File: src/rtl/sigmul_radix8_seq.sv
// ---------------------------------------------------------------------------
// sigmul_radix8_seq
//   Sequential radix-8 significand multiplier for the half-precision datapath.
//   It sits between operand unpack and normalize/round. Each RUN cycle
//   retires three multiplier bits: the digit picks one of eight precomputed
//   multiples (0*a .. 7*a), and that multiple is added into the accumulator,
//   which then shifts right by three.
//
// Ports
//   clk    in   1     rising-edge clock
//   rst_n  in   1     asynchronous active-low reset
//   start  in   1     request, sampled only in IDLE
//   a      in   W     multiplicand significand (hidden bit included)
//   b      in   W     multiplier significand (hidden bit included)
//   busy   out  1     high in every state except IDLE
//   done   out  1     one-cycle pulse, product valid
//   p      out  PW    unsigned product a*b, held until the next accepted start
//   norm   out  1     p[PW-1]: product >= 2.0, so downstream must right-shift
// ---------------------------------------------------------------------------

module mux8to1 #(
   parameter int W = 8
) (
   input  logic [W-1:0] d0,
   input  logic [W-1:0] d1,
   input  logic [W-1:0] d2,
   input  logic [W-1:0] d3,
   input  logic [W-1:0] d4,
   input  logic [W-1:0] d5,
   input  logic [W-1:0] d6,
   input  logic [W-1:0] d7,
   input  logic [2:0]   sel,
   output logic [W-1:0] y
);
   always_comb begin
      y = d0;
      case (sel)
         3'd0: y = d0;
         3'd1: y = d1;
         3'd2: y = d2;
         3'd3: y = d3;
         3'd4: y = d4;
         3'd5: y = d5;
         3'd6: y = d6;
         3'd7: y = d7;
         default: y = d0;
      endcase
   end
endmodule

module sigmul_radix8_seq #(
   parameter int NSIG = 10
) (
   input  logic                  clk,
   input  logic                  rst_n,
   input  logic                  start,
   input  logic [NSIG:0]         a,
   input  logic [NSIG:0]         b,
   output logic                  busy,
   output logic                  done,
   output logic [2*NSIG+1:0]     p,
   output logic                  norm
);
   localparam int W    = NSIG + 1;
   localparam int ITER = (W + 2) / 3;
   localparam int MW   = W + 3;
   localparam int PW   = 2 * W;
   localparam int MBW  = 3 * ITER;
   // The accumulator holds MBW fraction bits below the MW-bit adder window, so
   // after ITER right-shifts of 3 its value is exactly a*b with no bits lost.
   localparam int AW   = MW + MBW;
   localparam int CW   = (ITER > 1) ? $clog2(ITER) : 1;

   typedef enum logic [1:0] {IDLE, LOAD, RUN, DONE} state_t;

   state_t          state_q, state_d;
   logic [W-1:0]    a_q;
   logic [MBW-1:0]  mb_q;
   logic [AW-1:0]   acc_q;
   logic [CW-1:0]   cnt_q;
   logic [MW-1:0]   m0_q, m1_q, m2_q, m3_q, m4_q, m5_q, m6_q, m7_q;
   logic [PW-1:0]   p_q;
   logic            norm_q;

   logic [MW-1:0]   a1, a2, a4;
   logic [MW-1:0]   mult_sel;
   logic [MW-1:0]   acc_hi;
   logic [MW:0]     sum;
   logic [AW:0]     acc_wide;
   logic [AW-1:0]   acc_nxt;
   logic            last;

   // Multiples are exact at MW = W+3 bits since 7*a < 8*2^W.
   assign a1 = MW'(a_q);
   assign a2 = a1 << 1;
   assign a4 = a1 << 2;

   mux8to1 #(.W(MW)) u_mux (
      .d0  (m0_q),
      .d1  (m1_q),
      .d2  (m2_q),
      .d3  (m3_q),
      .d4  (m4_q),
      .d5  (m5_q),
      .d6  (m6_q),
      .d7  (m7_q),
      .sel (mb_q[2:0]),
      .y   (mult_sel)
   );

   // One extra bit on the add keeps the carry; the right shift by 3 then
   // drops the three lowest accumulator bits, which are finished product bits
   // only once they have been shifted below bit 0... they never are, because
   // the fraction field is exactly 3*ITER bits wide.
   assign acc_hi   = acc_q[AW-1 -: MW];
   assign sum      = {1'b0, acc_hi} + {1'b0, mult_sel};
   assign acc_wide = {sum, acc_q[AW-MW-1:0]};
   assign acc_nxt  = {2'b00, acc_wide[AW:3]};
   assign last     = (cnt_q == CW'(ITER - 1));

   always_ff @(posedge clk or negedge rst_n) begin
      if (!rst_n) state_q <= IDLE;
      else        state_q <= state_d;
   end

   always_comb begin
      state_d = state_q;
      busy    = 1'b1;
      done    = 1'b0;
      case (state_q)
         IDLE: begin
            busy = 1'b0;
            if (start) state_d = LOAD;
         end
         LOAD: state_d = RUN;
         RUN:  if (last) state_d = DONE;
         DONE: begin
            done    = 1'b1;
            state_d = IDLE;
         end
         default: state_d = IDLE;
      endcase
   end

   always_ff @(posedge clk or negedge rst_n) begin
      if (!rst_n) begin
         a_q    <= '0;
         mb_q   <= '0;
         acc_q  <= '0;
         cnt_q  <= '0;
         m0_q   <= '0;
         m1_q   <= '0;
         m2_q   <= '0;
         m3_q   <= '0;
         m4_q   <= '0;
         m5_q   <= '0;
         m6_q   <= '0;
         m7_q   <= '0;
         p_q    <= '0;
         norm_q <= 1'b0;
      end else begin
         case (state_q)
            IDLE: begin
               if (start) begin
                  a_q   <= a;
                  // Zero fill of the top digit: no Booth recoding.
                  mb_q  <= MBW'(b);
                  acc_q <= '0;
                  cnt_q <= '0;
               end
            end
            LOAD: begin
               m0_q <= '0;
               m1_q <= a1;
               m2_q <= a2;
               m3_q <= a1 + a2;
               m4_q <= a4;
               m5_q <= a1 + a4;
               m6_q <= a2 + a4;
               m7_q <= a1 + a2 + a4;
            end
            RUN: begin
               acc_q <= acc_nxt;
               mb_q  <= mb_q >> 3;
               cnt_q <= cnt_q + 1'b1;
               if (last) begin
                  p_q    <= acc_nxt[PW-1:0];
                  norm_q <= acc_nxt[PW-1];
               end
            end
            default: ;
         endcase
      end
   end

   assign p    = p_q;
   assign norm = norm_q;
endmodule
File: config.mk
export PLATFORM = sky130hd
export DESIGN_NAME = sigmul_radix8_seq
export DESIGN_NICKNAME = d
export VERILOG_FILES = /design/src/rtl/sigmul_radix8_seq.sv
export SDC_FILE = /design/constraint.sdc
export NUM_CORES = 1
export LEC_CHECK = 0
export ABC_AREA = 0
export BUFFER_PORTS_ARGS = -buffer_cell sky130_fd_sc_hd__buf_2
export CORE_MARGIN = 2
export CORE_UTILIZATION = 58
export DETAILED_ROUTE_END_ITERATION = 10
export PLACE_DENSITY = 0.76
export RECOVER_POWER = 25
export REMOVE_ABC_BUFFERS = 1
export SYNTH_ARGS = -nofsm -noshare
export SYNTH_HDL_FRONTEND = slang
export SYNTH_SLANG_ARGS = --single-unit
File: constraint.sdc
create_clock -name clk -period 5.35 [get_ports clk]
set_input_delay 1.07 -clock clk [delete_from_list [all_inputs] [get_ports clk]]
set_output_delay 1.07 -clock clk [all_outputs]
set_load 0.02 [all_outputs]
# Word-level counts from Yosys, hierarchy flattened
# Index checks and enable logic that the tools add are counted.
# totals
regBits,143
in_bits,25
output_inout_bits,25
wordCells,50
# op_classes
add_sub_neg,6
eq_ne,13
mux,12
reduce_logical,7
# op_table
cell,n
14-bit case mux with 8 select lines,1
26-bit case mux with 2 select lines,1
26-bit 2-to-1 mux,1
12-bit case mux with 2 select lines,1
14-bit by 14-bit adder with 15-bit output,1
11-bit by 13-bit adder with 14-bit output,1
12-bit by 13-bit adder with 14-bit output,1
13-bit by 13-bit adder with 14-bit output,1
11-bit by 12-bit adder with 13-bit output,1
"3-bit equality test, second input constant",4
12-bit 2-to-1 mux,1
2-bit case mux with 4 select lines,1
2-bit AND reduction,4
"2-bit equality test, second input constant",3
"3-bit by 2-bit equality test with 1-bit output, second input constant",2
2-bit 2-to-1 mux,3
"2-bit inequality test, second input constant",2
2-bit case mux with 2 select lines,1
"3-bit by 1-bit equality test with 1-bit output, second input constant",1
3-bit zero test,1
"2-bit by 1-bit adder with 2-bit output, second input constant",1
"2-bit by 1-bit equality test with 1-bit output, second input constant",1
2-bit zero test,1
1-bit 2-to-1 mux,2
2-bit nonzero test,1

# Longest topological paths before layout
# Gate-level depths: netlist (run 1).
# depth
ltp_word,4
depth_mapped,15
depth_no_buf,14

# By module
# A second synthesis (run 1) with hierarchy kept.
# unflattened
hier_cells,704
area_unflattened_um2,7372.1
# modules_own_cells
module,n_inst,cells_per_inst,area_each_um2
sigmul_radix8_seq,1,581,6372.4
mux8to1,1,123,999.7

# Worst setup path after synthesis (run 1)
# No wires, ideal clock.
# synth_path
path_kind,register to register
from,register a_q[1]
to,register m7_q[12]
setup_time_ns,0.087
arrival_time_ns,3.023
required_ns,5.263
slack_ns,2.241
path_stages_with_launch,14
n_path_buf,0
period_less_slack_ns,3.109
cell_sequence,dfrtp_1 -> ha_1 -> inv_1 -> fa_1 -> nor2b_1 -> o31a_1 -> o41a_1 -> a21oi_1 -> xnor2_1 -> ha_1 -> a21o_1 -> a211o_1 -> a211o_1 -> o211ai_1
# synth_via
elab_chain_len,2
# synth_rtl
element,line_no,rtl
"start, declared",77,logic [W-1:0] a_q;
"start signal, assigned",147,a_q <= '0;
"start signal, assigned",165,a_q <= a;
11-bit by 12-bit adder with 13-bit output,180,m7_q <= a1 + a2 + a4;
13-bit by 13-bit adder with 14-bit output (*),180,
"end signal, assigned",180,
"end, declared",81,"logic [MW-1:0] m0_q, m1_q, m2_q, m3_q, m4_q, m5_q, m6_q, m7_q;"
# Every way passes the cells marked *; elsewhere a longest branch is shown, timed or not.
# A chain may end at the register's enable or synchronous reset.

# Worst setup path after layout (run 1)
# layout_path
from,register a_q[1]
to,register m7_q[11]
# Same word-level chain as after synthesis.

==> results, run 1 <==
- The flow ran to the end, and the final reports show no timing, DRC or antenna violations.
- The H-tree depth is 4.
- In the layout the commonest cells are sky130_fd_sc_hd__dfrtp_1 (116), sky130_fd_sc_hd__mux2_2 (61), sky130_fd_sc_hd__nand2_1 (52), sky130_fd_sc_hd__ha_1 (49), sky130_fd_sc_hd__buf_2 (48).
- Once detail routing completed, the nets flagged for antenna violations numbered 0.
- For the worst setup path, the data arrival time is 3.81 ns.
- The total detailed-routing wirelength is 16,800 um.
- The floorplan step set the die width to 116 um.
- TritonCTS built the clock tree.
- The critical path is of the reg2reg type.
- The clock reaches the later pin of the worst-skew pair after 0.43 ns.
- The number of sinks on the clock net is 116.
- The number of global-route vias before repair is 5,777.
- During placement, the flow inserted port buffers numbering 49.
- The synthesis-to-layout area growth is 13.4%.
- The final RePlAce weighted congestion is 0.909.
- The worst hold path belongs to the class reg2reg.
- The most common library cell in the layout ignoring fill and taps is sky130_fd_sc_hd__dfrtp_1.
- The maximum clock rate is 0.286 GHz.
- The worst path in the final design needs a cycle of 3.49 ns, including I/O delays and setup.
- The gate count after technology mapping is 702.
- The clock-pin slew on the worst setup and hold paths is 0.06 ns.
- The number of failing hold endpoints at the final stage is 0.
- The pin count of the biggest net entering global routing is 67.
- The first-pass detailed-route iteration total is 6.
- A synthesized cell averages 10.3 um2.
- The clock passes through at most 2 buffers.
- The number of max-cap violations is 0.
- STA classifies the critical path startpoint as a flip-flop.
- The unique cell type count in the Yosys netlist is 64.
- In this run the post-CTS setup repair buffer count came out at 0.
- The initial antenna violation count is 0.
- The sequential area share after synthesis is 0.400.
- Summed over all layers, the global routing overflow is 0.
- The count of warnings emitted by yosys is 0.
- Setup violations remaining at the end of the flow were counted as 0.
- The wire length of the first global-routing pass is 28,200 um.
- Setup repair after global routing left no endpoint under its margin.
- Once detailed placement completed, the half-perimeter wirelength came to 11,700 um.
- The slew at the pin closest to its max-slew limit is 1.05 ns.
- The top-area cell type share of the netlist area is 0.400.
- After layout, the worst setup slack is 1.86 ns.
- Adding up every negative setup slack in the final design gives 0 ns.
- Post-CTS repair changed the size of 0 cells.
- Yosys attributes the largest share of cell area to sky130_fd_sc_hd__dfrtp_1 (40%), sky130_fd_sc_hd__mux2_2 (9.5%), sky130_fd_sc_hd__ha_1 (8.4%), sky130_fd_sc_hd__a21oi_1 (3.1%), sky130_fd_sc_hd__o21ai_0 (3.0%).
- The pre-CTS worst setup slack is 1.90 ns.
- The number of pins exceeding their max-slew limit in the final report came to 0.
- Across all register-to-register paths, the minimum setup slack is 1.86 ns.
- Across the routed clock network, the largest skew measured is 0.00905 ns.
- The number of vias in the routed layout is 5,721.
- The number of buffers created by CTS is 17.
- In the routed design, unresolved DRC markers number 0.
- The die area is 0.0134 mm2.
- The average vias per placed instance is 6.19.
- The worst relative slew slack is 0.300.
- In the final layout, the share of cells above drive strength 1 is 0.218.
- In this run, the number of DRC markers left after iteration 0 of detailed routing was 488.
- The maximum fanout encountered on the critical timing path is 8.
- In the final design database the tool counted 821 nets.
- The floorplan row count is 40.
- The post-synthesis sequential element count is 116.
- The final routed wire length divided by cell count is 18.2 um.
- The post-synthesis instance area is 0.00726 mm2.
- In this run, synthesis inferred 0 flip-flops with an integrated enable.
- The share of async-settable or async-resettable flops after synthesis is 1.00.
- The die height is 116 um.
- At the worst endpoint, the required time is 5.67 ns.
- The core region is 0.0121 mm2.
- The number of top-level pins is 50.
- The cell taking the most area after synthesis is sky130_fd_sc_hd__dfrtp_1.
- The type of element capturing the critical path is a flip-flop.
- The fraction of the cycle the final worst path needs is 0.653.
- The initial standard-cell utilization of the core is 0.599.
- The library cell used as clock root buffer is sky130_fd_sc_hd__clkbuf_16.
- The global router's overall resource usage is 0.271.
- In the synthesized netlist the dominant register cell turns out to be sky130_fd_sc_hd__dfrtp_1.
- In this run, post-CTS hold repair placed 0 buffers.
- The repair_antennas step left the layout with diodes totalling 0.
- The worst hold margin is 0.485 ns.
[per-layer routing]
layer / part of all wire / wire length, um / track usage
met1: 0.45 / 7620 / 0.358
met2: 0.48 / 8170 / 0.439
met3: 0.040 / 675 / 0.0586
met4: 0.023 / 390 / 0.109
met5: 0 / 0 / 0
[final timing paths]
path	startpoint	endpoint	cells past startpoint
worst min register to register	mb_q[6]$_DFFE_PN0P_	mb_q[6]$_DFFE_PN0P_	2
worst max-delay path	a_q[1]$_DFFE_PN0P_	m7_q[11]$_DFFE_PN0N_	14
worst max register to register	a_q[1]$_DFFE_PN0P_	m7_q[11]$_DFFE_PN0N_	14
worst min-delay path	mb_q[6]$_DFFE_PN0P_	mb_q[6]$_DFFE_PN0P_	2
max in group asynchronous	rst_n	m4_q[10]$_DFFE_PN0N_	2
min in group asynchronous	rst_n	p[7]$_DFFE_PN0P_	1
[flip-flops by register name, indices dropped and copies added, names as in the netlist]
register and count:
mb_q 11, p 22, cnt_q 2, state_q 2, m5_q 14, m7_q 13, m4_q 9, acc_q 21
a_q 11, m6_q 11
[critical path: stages, from the launching register on]
cell and delay, ns:
sky130_fd_sc_hd__dfrtp_1 0.50, sky130_fd_sc_hd__ha_1 0.25, sky130_fd_sc_hd__inv_1 0.06, sky130_fd_sc_hd__fa_1 0.39, sky130_fd_sc_hd__nor2b_1 0.17, sky130_fd_sc_hd__o31a_1 0.20, sky130_fd_sc_hd__o21ai_0 0.11, sky130_fd_sc_hd__a21boi_0 0.25
sky130_fd_sc_hd__nor2_1 0.09, sky130_fd_sc_hd__ha_1 0.37, sky130_fd_sc_hd__o21ai_0 0.12, sky130_fd_sc_hd__a21oi_1 0.22, sky130_fd_sc_hd__a41oi_1 0.22, sky130_fd_sc_hd__xnor2_1 0.18, sky130_fd_sc_hd__mux2_2 0.26
[per-stage QoR]
stage / utilization / cell area (um2) / cells
after detailed placement: 0.629 / 7610 / 892
after global routing: 0.680 / 8230 / 924
final: 0.680 / 8230 / 924
after floorplan: - / 7110 / 669
after CTS: 0.680 / 8230 / 924
after global placement: 0.629 / 7610 / 892
[kinds of logic (layout without fill, tap and decap cells)]
logic type,Yosys count,after routing,share of synthesized area
AO/OA/AOI/OAI,219,219,0.205
XOR/XNOR,19,19,0.0229
adder cells (fa/ha/maj),53,53,0.0955
buffers and inverters,61,115,0.0358
flip-flops,116,116,0.400
multiplexers,84,84,0.140
AND/OR/NAND/NOR,150,150,0.101
[cell usage after synthesis, types with 5 or more instances]
library cell,number
sky130_fd_sc_hd__dfrtp_1,116
sky130_fd_sc_hd__mux2_2,61
sky130_fd_sc_hd__nand2_1,52
sky130_fd_sc_hd__ha_1,49
sky130_fd_sc_hd__a21oi_1,45
sky130_fd_sc_hd__o21ai_0,44
sky130_fd_sc_hd__nor2_1,31
sky130_fd_sc_hd__inv_1,27
sky130_fd_sc_hd__a21o_1,18
sky130_fd_sc_hd__xnor2_1,17
sky130_fd_sc_hd__a22o_1,16
sky130_fd_sc_hd__mux2i_1,15
sky130_fd_sc_hd__buf_2,14
sky130_fd_sc_hd__o21a_1,14
sky130_fd_sc_hd__a211oi_1,13
sky130_fd_sc_hd__clkbuf_1,12
sky130_fd_sc_hd__nor2b_1,11
sky130_fd_sc_hd__o31ai_1,11
sky130_fd_sc_hd__nand3_1,10
sky130_fd_sc_hd__nor3_1,10
sky130_fd_sc_hd__nand2b_1,9
sky130_fd_sc_hd__mux4_2,8
sky130_fd_sc_hd__a211o_1,6
sky130_fd_sc_hd__a31oi_1,6
sky130_fd_sc_hd__and2_1,6
sky130_fd_sc_hd__o211ai_1,6
sky130_fd_sc_hd__buf_1,5
sky130_fd_sc_hd__nand4_1,5
[cell type report]
type,instances,area [um2]
Clock buffer,20,467
Clock inverter,12,153
Fill cell,943,3880
Inverter,28,105
Multi-Input combinational cell,525,4100
Sequential cell,116,2900
Tap cell,168,210
Timing Repair Buffer,55,293
Power of run 1 is not shown: default switching activity piles up to over one toggle a cycle in this logic, so the estimate is an artifact.
==> run 2: changes to the inputs <==
--- a/config.mk
+++ b/config.mk
@@ -8,9 +8,9 @@
 export ABC_AREA = 0
 export BUFFER_PORTS_ARGS = -buffer_cell sky130_fd_sc_hd__buf_2
 export CORE_MARGIN = 2
-export CORE_UTILIZATION = 58
+export CORE_UTILIZATION = 55
 export DETAILED_ROUTE_END_ITERATION = 10
-export PLACE_DENSITY = 0.76
+export PLACE_DENSITY = 0.75
 export RECOVER_POWER = 25
 export REMOVE_ABC_BUFFERS = 1
 export SYNTH_ARGS = -nofsm -noshare
==> constraint.sdc (replaced) <==
create_clock -name clk -period 2.8 [get_ports clk]
set_input_delay 0.56 -clock clk [delete_from_list [all_inputs] [get_ports clk]]
set_output_delay 0.56 -clock clk [all_outputs]
set_load 0.02 [all_outputs]
==> run 2 against run 1 <==
  * The run now ends with setup timing left
  * Sequential cell count is the same
  * Final area grew 18%
  * First-iteration DRC count grew 14%
  * Die area grew 5.3%
  * Count of clock-buffer cells in the layout grew 2
  * Critical path type unchanged
  * Largest cell class unchanged
==> results, run 2 (synthesized netlist as in run 1, its figures left out) <==
- The clock skew after layout is 0.00879 ns.
- The floorplan step defined a core boundary enclosing 0.0128 mm2.
- The final reports fail on setup timing.
- The worst-path cell with the longest stage delay is sky130_fd_sc_hd__dfrtp_1.
- The pin count of the biggest net entering global routing is 57.
- The share of layout cells above drive strength 1 is 0.398.
- The highest metal layer used by the detailed router is met4.
- The number of buffers and inverters on the critical path is 1.
- The floorplan row count is 41.
- In this run the tool buffered the top-level ports with 49 buffer cells.
- The number of flip-flops under the largest register name is 22.
- After legalization and detailed placement, the total HPWL measured 12,700 um.
- The shortest clock period the worst path allows after layout is 3.09 ns.
- The worst pin sits at a relative slew slack of 0.171.
- The final layout contains 935 nets.
- The number of hold buffers added after CTS is 0.
- The clock passes through at most 2 buffers.
- For the worst setup path, the data arrival time is 3.39 ns.
- In this run the worst hold path is classified as in2reg.
- The delay contributed by the slowest stage of the critical path is 0.47 ns.
- The initial antenna violation count is 0.
- The die height is 119 um.
- The starting DRC count in detailed routing is 556.
- The H-tree generated during clock tree synthesis spans 4 levels.
- The wire length of the first global-routing pass is 32,000 um.
- For this run, the top clock speed supported by timing is 0.323 GHz.
- The average vias per placed instance is 6.03.
- After detailed routing, the number of remaining DRC violations is 0.
- Setup violations remaining at the end of the flow were counted as 12.
- The number of failing hold endpoints at the final stage is 0.
- The first-pass detailed-route iteration total is 5.
- The number of max-cap violations is 0.
- Traced cell by cell, the critical path runs through ha_1 > buf_4 > o21ai_0 > o21ai_2 > and3_1 > nor2_1 > ha_2 > nor3_1 > o211ai_1 > a41oi_4 > xnor2_1 > mux2_2.
- TritonCTS built the clock tree.
- At the worst endpoint, the required time is 3.10 ns.
- The die area is 0.0141 mm2.
- The number of pins exceeding their max-slew limit in the final report came to 0.
- Once routing completed, OpenROAD measured the worst setup slack at -0.293 ns.
- Setup repair after global routing could not meet its margin everywhere.
- The total detailed-routing wirelength is 19,600 um.
- The insertion delay of the later-clocked pin in the worst-skew pair is 0.42 ns.
- The number of buffers created by CTS is 17.
- In this design, the largest share of critical-path delay is due to compound AO/OA/AOI/OAI gates.
- For this run, the share of the core covered by cells in the final layout is 0.758.
- The pre-CTS worst setup slack is -0.498 ns.
- The number of antenna diodes is 0.
- The worst setup path is launched from a flip-flop.
- The tree is rooted in a sky130_fd_sc_hd__clkbuf_16.
- The top cell types in the final layout, fill and taps aside, are sky130_fd_sc_hd__dfrtp_1 (113), sky130_fd_sc_hd__buf_4 (108), sky130_fd_sc_hd__mux2_2 (56), sky130_fd_sc_hd__nand2_1 (50), sky130_fd_sc_hd__buf_2 (48).
- The type of element capturing the critical path is a flip-flop.
- The clock-pin slew on the worst setup and hold paths is 0.06 ns.
- The detailed route wirelength on metal2 is 10,100 um.
- In the detailed route, the total length drawn on met3 is 808 um.
- After global routing the overflow that remains totals 0.
- The maximum fanout encountered on the critical timing path is 5.
- At the pin with the least slew margin, the transition time is 1.24 ns.
- At the end of routability-driven placement, the weighted congestion stood at 0.915.
- The library cell used most frequently in the layout, excluding fill and tap cells, is sky130_fd_sc_hd__dfrtp_1.
- The synthesis-to-layout area growth is 33.3%.
- Measured along the x axis, the die boundary spans 119 um.
- Dividing the final minimum period by the clock period gives 1.10.
- The number of global-route vias before repair was 6,415.
- The number of vias in the routed layout is 6,274.
- The worst setup path is of the reg2reg kind.
- In this run the count of I/O pins placed on the die edge is 50.
- After detailed routing, the wire length on met1 is 8280 um.
- The final routed wire length divided by cell count is 18.9 um.
- For this configuration, the core starts out at a cell density of 0.568.
- The number of nets still failing antenna checks after routing is 0.
- The flow ran to the end, but the final reports show violations.
- The number of sinks on the clock net is 116.
- For this run, the total global-route usage over all layers was measured as 0.283.
## run 2: cell count changes in the layout (fill, tap and decap cells not counted), sizes merged
cell / delta
clkinvlp: -2
inv: -1
bufinv: +1
clkinv: -1
buf: +111
clkbuf: +5
## run 2: area by class of cell
cell class / instances / area, um2
multi-input combinational: 525 / 4570
fill: 786 / 3100
sequential: 116 / 2910
timing repair buffer: 169 / 1250
clock buffer: 22 / 484
tap: 172 / 215
clock inverter: 9 / 150
inverter: 28 / 105
## run 2: through the flow
stage          std cells  TNS, ns  hold slack [ns]  area (um2)
4_1_cts             1027    -1.41            0.186        9330
3_5_place_dp         982    -3.63            0.466        8290
5_1_grt             1041    -3.43            0.373        9680
3_3_place_gp         982    -2.18            0.457        8290
2_1_floorplan        669   -23.82            0.264        7110
6_report            1041    -1.86            0.368        9680
## run 2: final timing paths
| check | start | end | slack, ns | cells after the start |
|---|---|---|---|---|
| setup / recovery | a_q[4]$_DFFE_PN0P_ | m7_q[11]$_DFFE_PN0N_ | -0.29 | 12 |
| hold / removal | a[7] | a_q[7]$_DFFE_PN0P_ | 0.37 | 2 |
| setup reg to reg | a_q[4]$_DFFE_PN0P_ | m7_q[11]$_DFFE_PN0N_ | -0.29 | 12 |
| hold reg to reg | m5_q[5]$_DFFE_PN0N_ | m5_q[5]$_DFFE_PN0N_ | 0.48 | 2 |
| max in group asynchronous | rst_n | mb_q[0]$_DFFE_PN0P_ | 1.20 | 2 |
| min in group asynchronous | rst_n | acc_q[10]$_DFFE_PN0P_ | 0.41 | 1 |
## run 2: repair_timing
action,CTS,global route
pin swaps,25,47
resized for setup,57,58
cloned,2,1
buffers inserted,12,14
setup endpoints to repair,19,21
## run 2: per-layer routing
layer	GRT usage	vias up
li1	-	2920
met1	0.348	3127
met2	0.499	182
met3	0.0551	45
met4	0.0930	0
met5	0	-
Power of run 2 is left out for the same reason.
==> run 3: changes to the inputs <==
==> constraint.sdc (replaced) <==
create_clock -name clk -period 2.82 [get_ports clk]
set_input_delay 0.564 -clock clk [delete_from_list [all_inputs] [get_ports clk]]
set_output_delay 0.564 -clock clk [all_outputs]
set_load 0.02 [all_outputs]
==> run 3 against run 2 <==
  * The flow finishes with violations (capacitance limit, slew limit, setup timing)
  * Die area unchanged
  * Hold slack better by 0.011 ns
  * Sequential share of layout area increased by 0.57 points
  * Global-route usage decreased by 1.3 points
  * Via count rose by 0.22%
  * Final area fell by 1.8%
  * Sequential cell count is the same
  * First-iteration DRC count is 23% lower
  * Critical path type unchanged
  * Highest routed layer unchanged
==> results, run 3 (synthesized netlist as in run 1, its figures left out) <==
- The run finished, with violations left.
- The checks that failed: capacitance limit, slew limit, setup timing.
- The slew at the pin closest to its max-slew limit is 1.92 ns.
- The number of global-route vias before repair was 6,242.
- In this design, the critical path's most frequently occurring cell is sky130_fd_sc_hd__a211o_1.
- After routing, the total negative slack on setup checks comes to -1.32 ns.
- The total detailed-routing wirelength is 19,400 um.
- The TritonCTS clock tree is done.
- The library cell used most frequently in the layout, excluding fill and tap cells, is sky130_fd_sc_hd__buf_4.
- The maximum fanout encountered on the critical timing path is 5.
- For this configuration, the core starts out at a cell density of 0.568.
- The path with the worst hold slack has its endpoint at a_q[8]$_DFFE_PN0P_.
- The critical path start-end classification is reg2reg.
- The number of instances on the worst hold path is 2.
- Setup violations remaining at the end of the flow were counted as 6.
- In the final routed layout, each cell accounts on average for 18.6 um.
- The die area is 0.0141 mm2.
- The register with the most flip-flops in the layout has 22 of them.
- Measured against its own limit, the worst slew margin works out to -0.278.
- The count of nets left with antenna violations once routing finished came out at 0.
- The insertion delay of the later-clocked pin in the worst-skew pair is 0.42 ns.
- Among cell families on the critical path, the largest total delay comes from compound AO/OA/AOI/OAI gates.
- The area of the placeable core is 0.0128 mm2.
- The number of top-level pins is 50.
- Summing all non-filler instances in the final layout gives an area of 0.00950 mm2.
- The initial antenna violation count is 0.
- The global router's overall resource usage is 0.270.
- Counting I/O delays and the setup requirement, the final critical path takes 3.13 ns.
- The tree is rooted in a sky130_fd_sc_hd__clkbuf_16.
- The number of pins exceeding their max-slew limit in the final report is 35.
- The clock skew after layout is 0.00745 ns.
- In this run the critical register-to-register path is captured at m7_q[12]$_DFFE_PN0N_.
- Setup repair after global routing could not meet its margin everywhere.
- The total DRC errors in the routed layout is 0.
- The die height is 119 um.
- The worst register-to-register path begins at a_q[1]$_DFFE_PN0P_.
- The pin count of the biggest net entering global routing is 54.
- The number of failing hold endpoints at the final stage was 0.
- The buffers plus inverters on the worst setup path is 1.
- The H-tree depth is 4.
- Traced cell by cell, the critical path runs through ha_4 > inv_2 > fa_2 > nor2b_2 > o31a_1 > o41a_1 > a21oi_2 > xnor2_1 > ha_1 > a21o_1 > a211o_1 > a211o_1 > o211ai_1.
- The final design utilization is 0.744.
- The type of element capturing the critical path is a flip-flop.
- The kind of start point of the critical path is a flip-flop.
- The worst path arrival time is 3.46 ns.
- After detailed routing, the number of vias per cell comes to 6.03.
- The share of layout cells above drive strength 1 is 0.387.
- Port buffering added 49 buffers.
- The area growth from synthesis to layout is 30.9%.
- The non-filler instance count after layout is 1,042.
- The worst register-to-register path has a depth of 13.
- The number of placed cells counting well taps is 984.
- The slowest stage of the critical path belongs to the cell sky130_fd_sc_hd__dfrtp_2.
- The launching instance or port of the critical path is a_q[1]$_DFFE_PN0P_.
- The fraction of the cycle the final worst path needs is 1.11.
- The first-pass detailed-route iteration total is 5.
- The detailed placer's ending HPWL is 13,100 um.
- The final RePlAce weighted congestion is 0.932.
- After global routing the overflow that remains totals 0.
- The tree built by TritonCTS fans out to 116 sinks.
- Counting along the longest clock path gives a buffer depth of 2.
- For flop-to-flop paths, the worst setup slack is -0.31 ns.
- In this run, CTS created clock tree buffers numbering 17.
- The maximum clock rate is 0.319 GHz.
- The starting DRC count in detailed routing is 430.
- The first global-routing pass estimated 30,500 um of wire.
- The initialized floorplan defines 41 standard-cell rows.
- The number of max-cap violations is 1.
- The routed layout has 6,288 vias.
- The library cells used most frequently in the layout, excluding fill and tap cells, are sky130_fd_sc_hd__buf_4 (113), sky130_fd_sc_hd__dfrtp_1 (112), sky130_fd_sc_hd__mux2_2 (57), sky130_fd_sc_hd__nand2_1 (51), sky130_fd_sc_hd__buf_2 (48).
- The die span in x is 119 um.
- The delay contributed by the slowest stage of the critical path is 0.44 ns.
- In this run the most critical hold path is launched from a[8].
- The required time reported for the critical path endpoint is 3.15 ns.
- The clock-pin slew on the worst setup and hold paths is 0.05 ns.
- The placed standard-cell area is 0.00830 mm2.
- The number of antenna diodes in the final layout is 0.
- The type of the most critical hold path is in2reg.
- The post-route worst setup slack is -0.310 ns.
- The number of nets at the end of the flow is 935.
==> run 3: cell count changes in the layout (fill, tap and decap cells not counted), moves of 3 or more <==
| cell | before | now |
|---|---|---|
| sky130_fd_sc_hd__buf_4 | 108 | 113 |
| sky130_fd_sc_hd__o21ai_2 | 6 | 1 |
| sky130_fd_sc_hd__o21ai_0 | 29 | 34 |
| sky130_fd_sc_hd__a211oi_2 | 6 | 10 |
| sky130_fd_sc_hd__bufinv_16 | 4 | 1 |
==> run 3: worst max path at each step <==
stage / slack, ns / end / cells after the start
2_1_floorplan: -0.70 / mb_q[0]$_DFFE_PN0P_ / 5
3_3_place_gp: -0.30 / m7_q[11]$_DFFE_PN0N_ / 13
3_5_place_dp: -0.48 / m7_q[11]$_DFFE_PN0N_ / 14
4_1_cts: -0.28 / m7_q[10]$_DFFE_PN0N_ / 11
5_1_grt: -0.40 / m7_q[12]$_DFFE_PN0N_ / 13
6_report: -0.31 / m7_q[12]$_DFFE_PN0N_ / 13
==> run 3: metrics by stage <==
step / hold slack, ns / setup WS [ns]
3_3_place_gp: 0.456 / -0.301
4_1_cts: 0.108 / -0.276
2_1_floorplan: 0.268 / -0.704
6_report: 0.379 / -0.310
3_5_place_dp: 0.472 / -0.477
5_1_grt: 0.372 / -0.398
==> run 3: layout make-up <==
cell class,count,area (um2)
Multi-Input combinational cell,525,4500
Fill cell,852,3270
Timing Repair Buffer,169,1210
Clock buffer,20,457
Sequential cell,116,2910
Clock inverter,12,106
Inverter,28,105
Tap cell,172,215
==> run 3: layer usage <==
layer | track usage | vias to the layer above | part of all wire
met5 | 0 | - | 0
met4 | 0.0804 | 0 | 0.019
met3 | 0.0551 | 37 | 0.045
met2 | 0.472 | 191 | 0.52
met1 | 0.338 | 3136 | 0.42
li1 | - | 2924 | -
==> run 3: timing repair <==
item / CTS / global route
pin swaps: 21 / 30
setup endpoints to repair: 17 / 22
gates cloned: 2 / 0
buffers inserted: 11 / 13
hold buffers: 0 / 0
gates resized for setup: 46 / 46
Power of run 3 is left out for the same reason.
